### src/rtl/buffer_pkg.sv
// Constants shared by the ping-pong buffer and its banks.
package buffer_pkg;

    localparam int DEF_DATA_WIDTH = 16;
    localparam int DEF_DEPTH      = 16;

    // Bit positions inside the sticky err vector.
    localparam int ERR_WR = 0;
    localparam int ERR_RD = 1;

endpackage

### src/rtl/buffer_bank.sv
// One storage bank: synchronous write, registered read, no reset on storage.
module buffer_bank #(
    parameter int DATA_WIDTH = 16,
    parameter int DEPTH      = 16,
    parameter int ADDR_WIDTH = $clog2(DEPTH)
) (
    input  logic                  clk,
    input  logic                  we,
    input  logic [ADDR_WIDTH-1:0] waddr,
    input  logic [DATA_WIDTH-1:0] wdata,
    input  logic                  re,
    input  logic [ADDR_WIDTH-1:0] raddr,
    output logic [DATA_WIDTH-1:0] rdata
);

    logic [DATA_WIDTH-1:0] mem [DEPTH];

    // Write port and registered read port; rdata holds when re is low.
    // The parent only asserts we/re for in-range addresses.
    always_ff @(posedge clk) begin
        if (we) mem[waddr] <= wdata;
        if (re) rdata <= mem[raddr];
    end

endmodule

### src/rtl/pingpong_buffer.sv
// Two-bank ping-pong buffer: the writer fills one bank while the reader
// drains the other; wr_done / rd_done hand banks across.
module pingpong_buffer
    import buffer_pkg::*;
#(
    parameter int DATA_WIDTH = DEF_DATA_WIDTH,
    parameter int DEPTH      = DEF_DEPTH,
    parameter int ADDR_WIDTH = $clog2(DEPTH)
) (
    input  logic                  clk,
    input  logic                  rst_n,
    input  logic                  wr_en,
    input  logic [ADDR_WIDTH-1:0] wr_addr,
    input  logic [DATA_WIDTH-1:0] wr_data,
    input  logic                  wr_done,
    output logic                  wr_ready,
    input  logic                  rd_en,
    input  logic [ADDR_WIDTH-1:0] rd_addr,
    input  logic                  rd_done,
    output logic                  rd_ready,
    output logic [DATA_WIDTH-1:0] rd_data,
    output logic                  rd_valid,
    output logic [1:0]            bank_full,
    output logic [1:0]            err
);

    // One extra bit so DEPTH itself is representable for the range compare.
    localparam logic [ADDR_WIDTH:0] DEPTH_LIM = (ADDR_WIDTH+1)'(DEPTH);

    logic                        wsel, rsel;
    logic                        rd_zero;   // last served read was out of range (or none yet)
    logic                        rd_src;    // bank that served the last read
    logic [1:0][DATA_WIDTH-1:0]  bank_q;
    logic                        wr_in_range, rd_in_range;
    logic                        wr_take, rd_take;
    logic                        wr_mem, rd_mem;

    assign wr_ready    = ~bank_full[wsel];
    assign rd_ready    = bank_full[rsel];
    assign wr_in_range = {1'b0, wr_addr} < DEPTH_LIM;
    assign rd_in_range = {1'b0, rd_addr} < DEPTH_LIM;
    assign wr_take     = wr_en & wr_ready;
    assign rd_take     = rd_en & rd_ready;
    // Storage has no reset, so gate its enables to keep the reset cycle inert.
    assign wr_mem      = wr_take & wr_in_range & rst_n;
    assign rd_mem      = rd_take & rd_in_range & rst_n;

    for (genvar i = 0; i < 2; i++) begin : g_bank
        localparam logic SEL = 1'(i);
        buffer_bank #(
            .DATA_WIDTH (DATA_WIDTH),
            .DEPTH      (DEPTH),
            .ADDR_WIDTH (ADDR_WIDTH)
        ) u_bank (
            .clk   (clk),
            .we    (wr_mem && (wsel == SEL)),
            .waddr (wr_addr),
            .wdata (wr_data),
            .re    (rd_mem && (rsel == SEL)),
            .raddr (rd_addr),
            .rdata (bank_q[i])
        );
    end

    // Bank hand-off, sticky errors and read-response tracking.
    always_ff @(posedge clk or negedge rst_n) begin
        if (!rst_n) begin
            wsel      <= 1'b0;
            rsel      <= 1'b0;
            bank_full <= 2'b00;
            err       <= 2'b00;
            rd_valid  <= 1'b0;
            rd_zero   <= 1'b1;
            rd_src    <= 1'b0;
        end else begin
            // wsel bank is empty and rsel bank is full, so both hand-offs
            // in one cycle always touch different flags.
            if (wr_done && wr_ready) begin
                bank_full[wsel] <= 1'b1;
                wsel            <= ~wsel;
            end
            if (rd_done && rd_ready) begin
                bank_full[rsel] <= 1'b0;
                rsel            <= ~rsel;
            end
            if ((wr_en || wr_done) && !wr_ready) err[ERR_WR] <= 1'b1;
            if ((rd_en || rd_done) && !rd_ready) err[ERR_RD] <= 1'b1;
            rd_valid <= rd_take;
            if (rd_take) begin
                rd_zero <= ~rd_in_range;
                rd_src  <= rsel;
            end
        end
    end

    assign rd_data = rd_zero ? '0 : bank_q[rd_src];

endmodule
### config.mk
export PLATFORM = sky130hd
export DESIGN_NAME = pingpong_buffer
export DESIGN_NICKNAME = d
export VERILOG_FILES = /design/src/rtl/buffer_pkg.sv /design/src/rtl/buffer_bank.sv /design/src/rtl/pingpong_buffer.sv
export SDC_FILE = /design/constraint.sdc
export NUM_CORES = 1
export LEC_CHECK = 0
export BUFFER_PORTS_ARGS = -buffer_cell sky130_fd_sc_hd__buf_2
export CAP_MARGIN = 20
export CORE_MARGIN = 2
export CORE_UTILIZATION = 55
export DETAILED_ROUTE_END_ITERATION = 10
export GPL_TIMING_DRIVEN = 0
export PLACE_DENSITY = 0.77
export SLEW_MARGIN = 20
export SYNTH_ARGS = -nofsm -noshare
export SYNTH_HDL_FRONTEND = slang
export SYNTH_SLANG_ARGS = --single-unit
export TNS_END_PERCENT = 20
### constraint.sdc
create_clock -name clk -period 2.65 [get_ports clk]
set_input_delay 0.53 -clock clk [delete_from_list [all_inputs] [get_ports clk]]
set_output_delay 0.53 -clock clk [all_outputs]
set_load 0.02 [all_outputs]
==> results_dict.tcl <==
set metrics [dict create \
    crit_path_end_kind "flip-flop" \
    area_delta_synth_final_pct 14.4 \
    critPathMaxFanout 12 \
    cts_sinks 553 \
    cts_buffers 50 \
    ys_ff_latch 553 \
    r2r_cells 4 \
    setup_viol 0 \
    synth_cell_types 28 \
    ios 53 \
    switching_share 0.224 \
    grt_usage 0.251 \
    cts-root-buf "clkbuf_16" \
    portBuffers 48 \
    cts_htree_levels 2 \
    fin_nets 1107 \
    worstPathRequired_ps 2930 \
    r2r_start "bank_full[1]$_DFF_PN0_" \
    p_sw_mw 4.09 \
    crit_type "in -> reg" \
    ys_warn_count 0 \
    syn_inst 938 \
    syn-cell-area_um2 20900 \
    die-area_um2 39600 \
    final_common_cell "edfxtp_1" \
    ctsLongestPathBuffers 3 \
    postCtsSetupBuffers 0 \
    globalplace.congestion 0.823 \
    rsz0062_at_grt "no" \
    first_global_vias 10500 \
    final_cell_mix "edfxtp_1, mux4_2, a22oi_1" \
    fin_area_um2 23900 \
    routedWlPerCell_um 29.6 \
    maxCapViolCount 0 \
    drtIter0Drc 1414 \
    worst_slack_ps 60.1 \
    coreArea_um2 37600 \
    reg2reg_setup_slack_ps 300 \
    clk_pin_slew_ps 60 \
    syn-mean-instance-area_um2 22.3 \
    min_path_cells 2 \
    postSynth.asyncResetShare 0.0163 \
    grt.overflow.total 0 \
    timing.final.crit_share 0.977 \
    fin_cells 1630 \
    routed_wl_um 48300 \
    finalPower_mw 18.3 \
    tns_ps 0 \
    synth_ff_type "edfxtp_1" \
    initial_core_util 0.557 \
    seqPwrFrac 0.540 \
    hold_ws_ps 237 \
    final_antenna_net_count 0 \
    hp-class "in -> reg" \
    grt_max_degree 33 \
    dr_total_vias 10400 \
    ys_seq_area_frac 0.791 \
    fmax_mhz 386 \
    clk_latency_ps 580 \
    hold_start "rd_done" \
    ir_drop_mv 0.515 \
    grt_first_pass_wirelength_um 69500 \
    arrival_ps 2870 \
    slew_headroom 0.367 \
    syn-num-nets 968 \
    fp.dieW_um 199 \
    intPower_mw 14.2 \
    antenna_found_initial 4 \
    critPathLaunchType "primary input" \
    skew_ps 15.8 \
    status "finished, final reports clean" \
    hold_viol_final 0 \
    r2r_end "g_bank[1].u_bank.mem[9][10]$_DFFE_PP_" \
    total_leakage_power_nw 7.68 \
    drc 0 \
    synth-edff-count 544 \
    tightestPinTransition_ps 947 \
    postLayoutCoreUtil 0.637 \
    hold_end "rsel$_DFFE_PN0P_" \
    dpl.hpwl_um 29200 \
    dp_cells 1535 \
    die_h_um 199 \
    first_pass_iters 5 \
    placedInstanceArea_um2 22400 \
    power_frac_comb 0.081 \
    cts_tree "built" \
    drive_gt1_frac 0.303 \
    p_per_area_nw_per_um2 763 \
    avgViaCountPerCell 6.40 \
    fin_crit_ps 2590 \
    p_clk_frac 0.379 \
    slew_violations 0 \
    rows 71 \
    place_worst_setup_slack_ps -103 \
]
[cells in the mapped netlist, types with 3 or more instances]
cell	n	area [um2]
nand2_1	39	146
mux2i_1	17	170
buf_2	6	30.0
edfxtp_1	544	16300
nor3_1	8	40.0
mux4_2	128	2880
nand3b_1	3	22.5
a22oi_1	64	480
buf_1	8	30.0
nand2b_1	7	43.8
clkbuf_1	25	93.8
nor2_1	47	176
buf_4	11	82.6
dfrtp_1	8	200
[critical path, stage by stage]
cell	delay [ps]
dlygate4sd3_1	530
buf_2	260
and4b_1	440
nand3b_1	280
nor2_2	590
buf_8	230
[routing by layer]
layer | routed length, um | track usage
met1 | 18100 | 0.351
met2 | 23800 | 0.412
met3 | 4880 | 0.0456
met4 | 1470 | 0.0738
met5 | 21 | 0
[area by class of cell]
class	instances	area, um2
Tap cell	511	639
Sequential cell	553	16600
Clock buffer	61	1290
Buffer	52	259
Multi-Input combinational cell	332	4240
Clock inverter	31	260
Timing Repair Buffer	87	686
Antenna cell	2	5.00
Inverter	1	3.75
Fill cell	2371	13600
[cell families after synthesis]
| family | synth area share |
|---|---|
| and+or+nand+nor | 0.0236 |
| AOI/OAI and AO/OA | 0.0256 |
| muxes | 0.147 |
| DFF | 0.791 |
| buffers and inverters | 0.0126 |
[worst max-delay path by stage]
| stage | end | slack, ps | depth (start not counted) | startpoint |
|---|---|---|---|---|
| after global placement | g_bank[0].u_bank.mem[12][6]$_DFFE_PP_ | -1240 | 4 | rst_n |
| after CTS | g_bank[0].u_bank.mem[0][13]$_DFFE_PP_ | 20 | 6 | rst_n |
| after floorplan | g_bank[0].u_bank.mem[12][0]$_DFFE_PP_ | 100 | 3 | bank_full[0]$_DFF_PN0_ |
| final | g_bank[1].u_bank.mem[9][10]$_DFFE_PP_ | 60 | 6 | rst_n |
| after global routing | g_bank[1].u_bank.mem[9][8]$_DFFE_PP_ | 5 | 6 | rst_n |
| after detailed placement | g_bank[0].u_bank.mem[8][6]$_DFFE_PP_ | -100 | 4 | wr_addr[3] |
[sequential cells by signal, indices dropped and copies added, names as in the netlist]
register             count
g_bank.u_bank.rdata     32
bank_full                2
wsel                     1
rd_zero                  1
err                      2
rd_valid                 1
rsel                     1
rd_src                   1
g_bank.u_bank.mem      512
[power groups by stage]
stage	clock network, mW	registers [mW]	logic, mW
2_1_floorplan	0	10.0	0.886
3_3_place_gp	0	10.0	1.40
3_5_place_dp	0	10.0	1.46
4_1_cts	7.00	9.86	1.48
5_1_grt	7.30	9.87	1.58
6_report	6.92	9.86	1.48
[timing repair]
action	CTS	global route
hold buffers	1	0
endpoints found under the hold margin	8	0
setup endpoints to repair	0	23
gates resized for setup	0	3
Note: power is estimated with default switching activity, not from simulation.
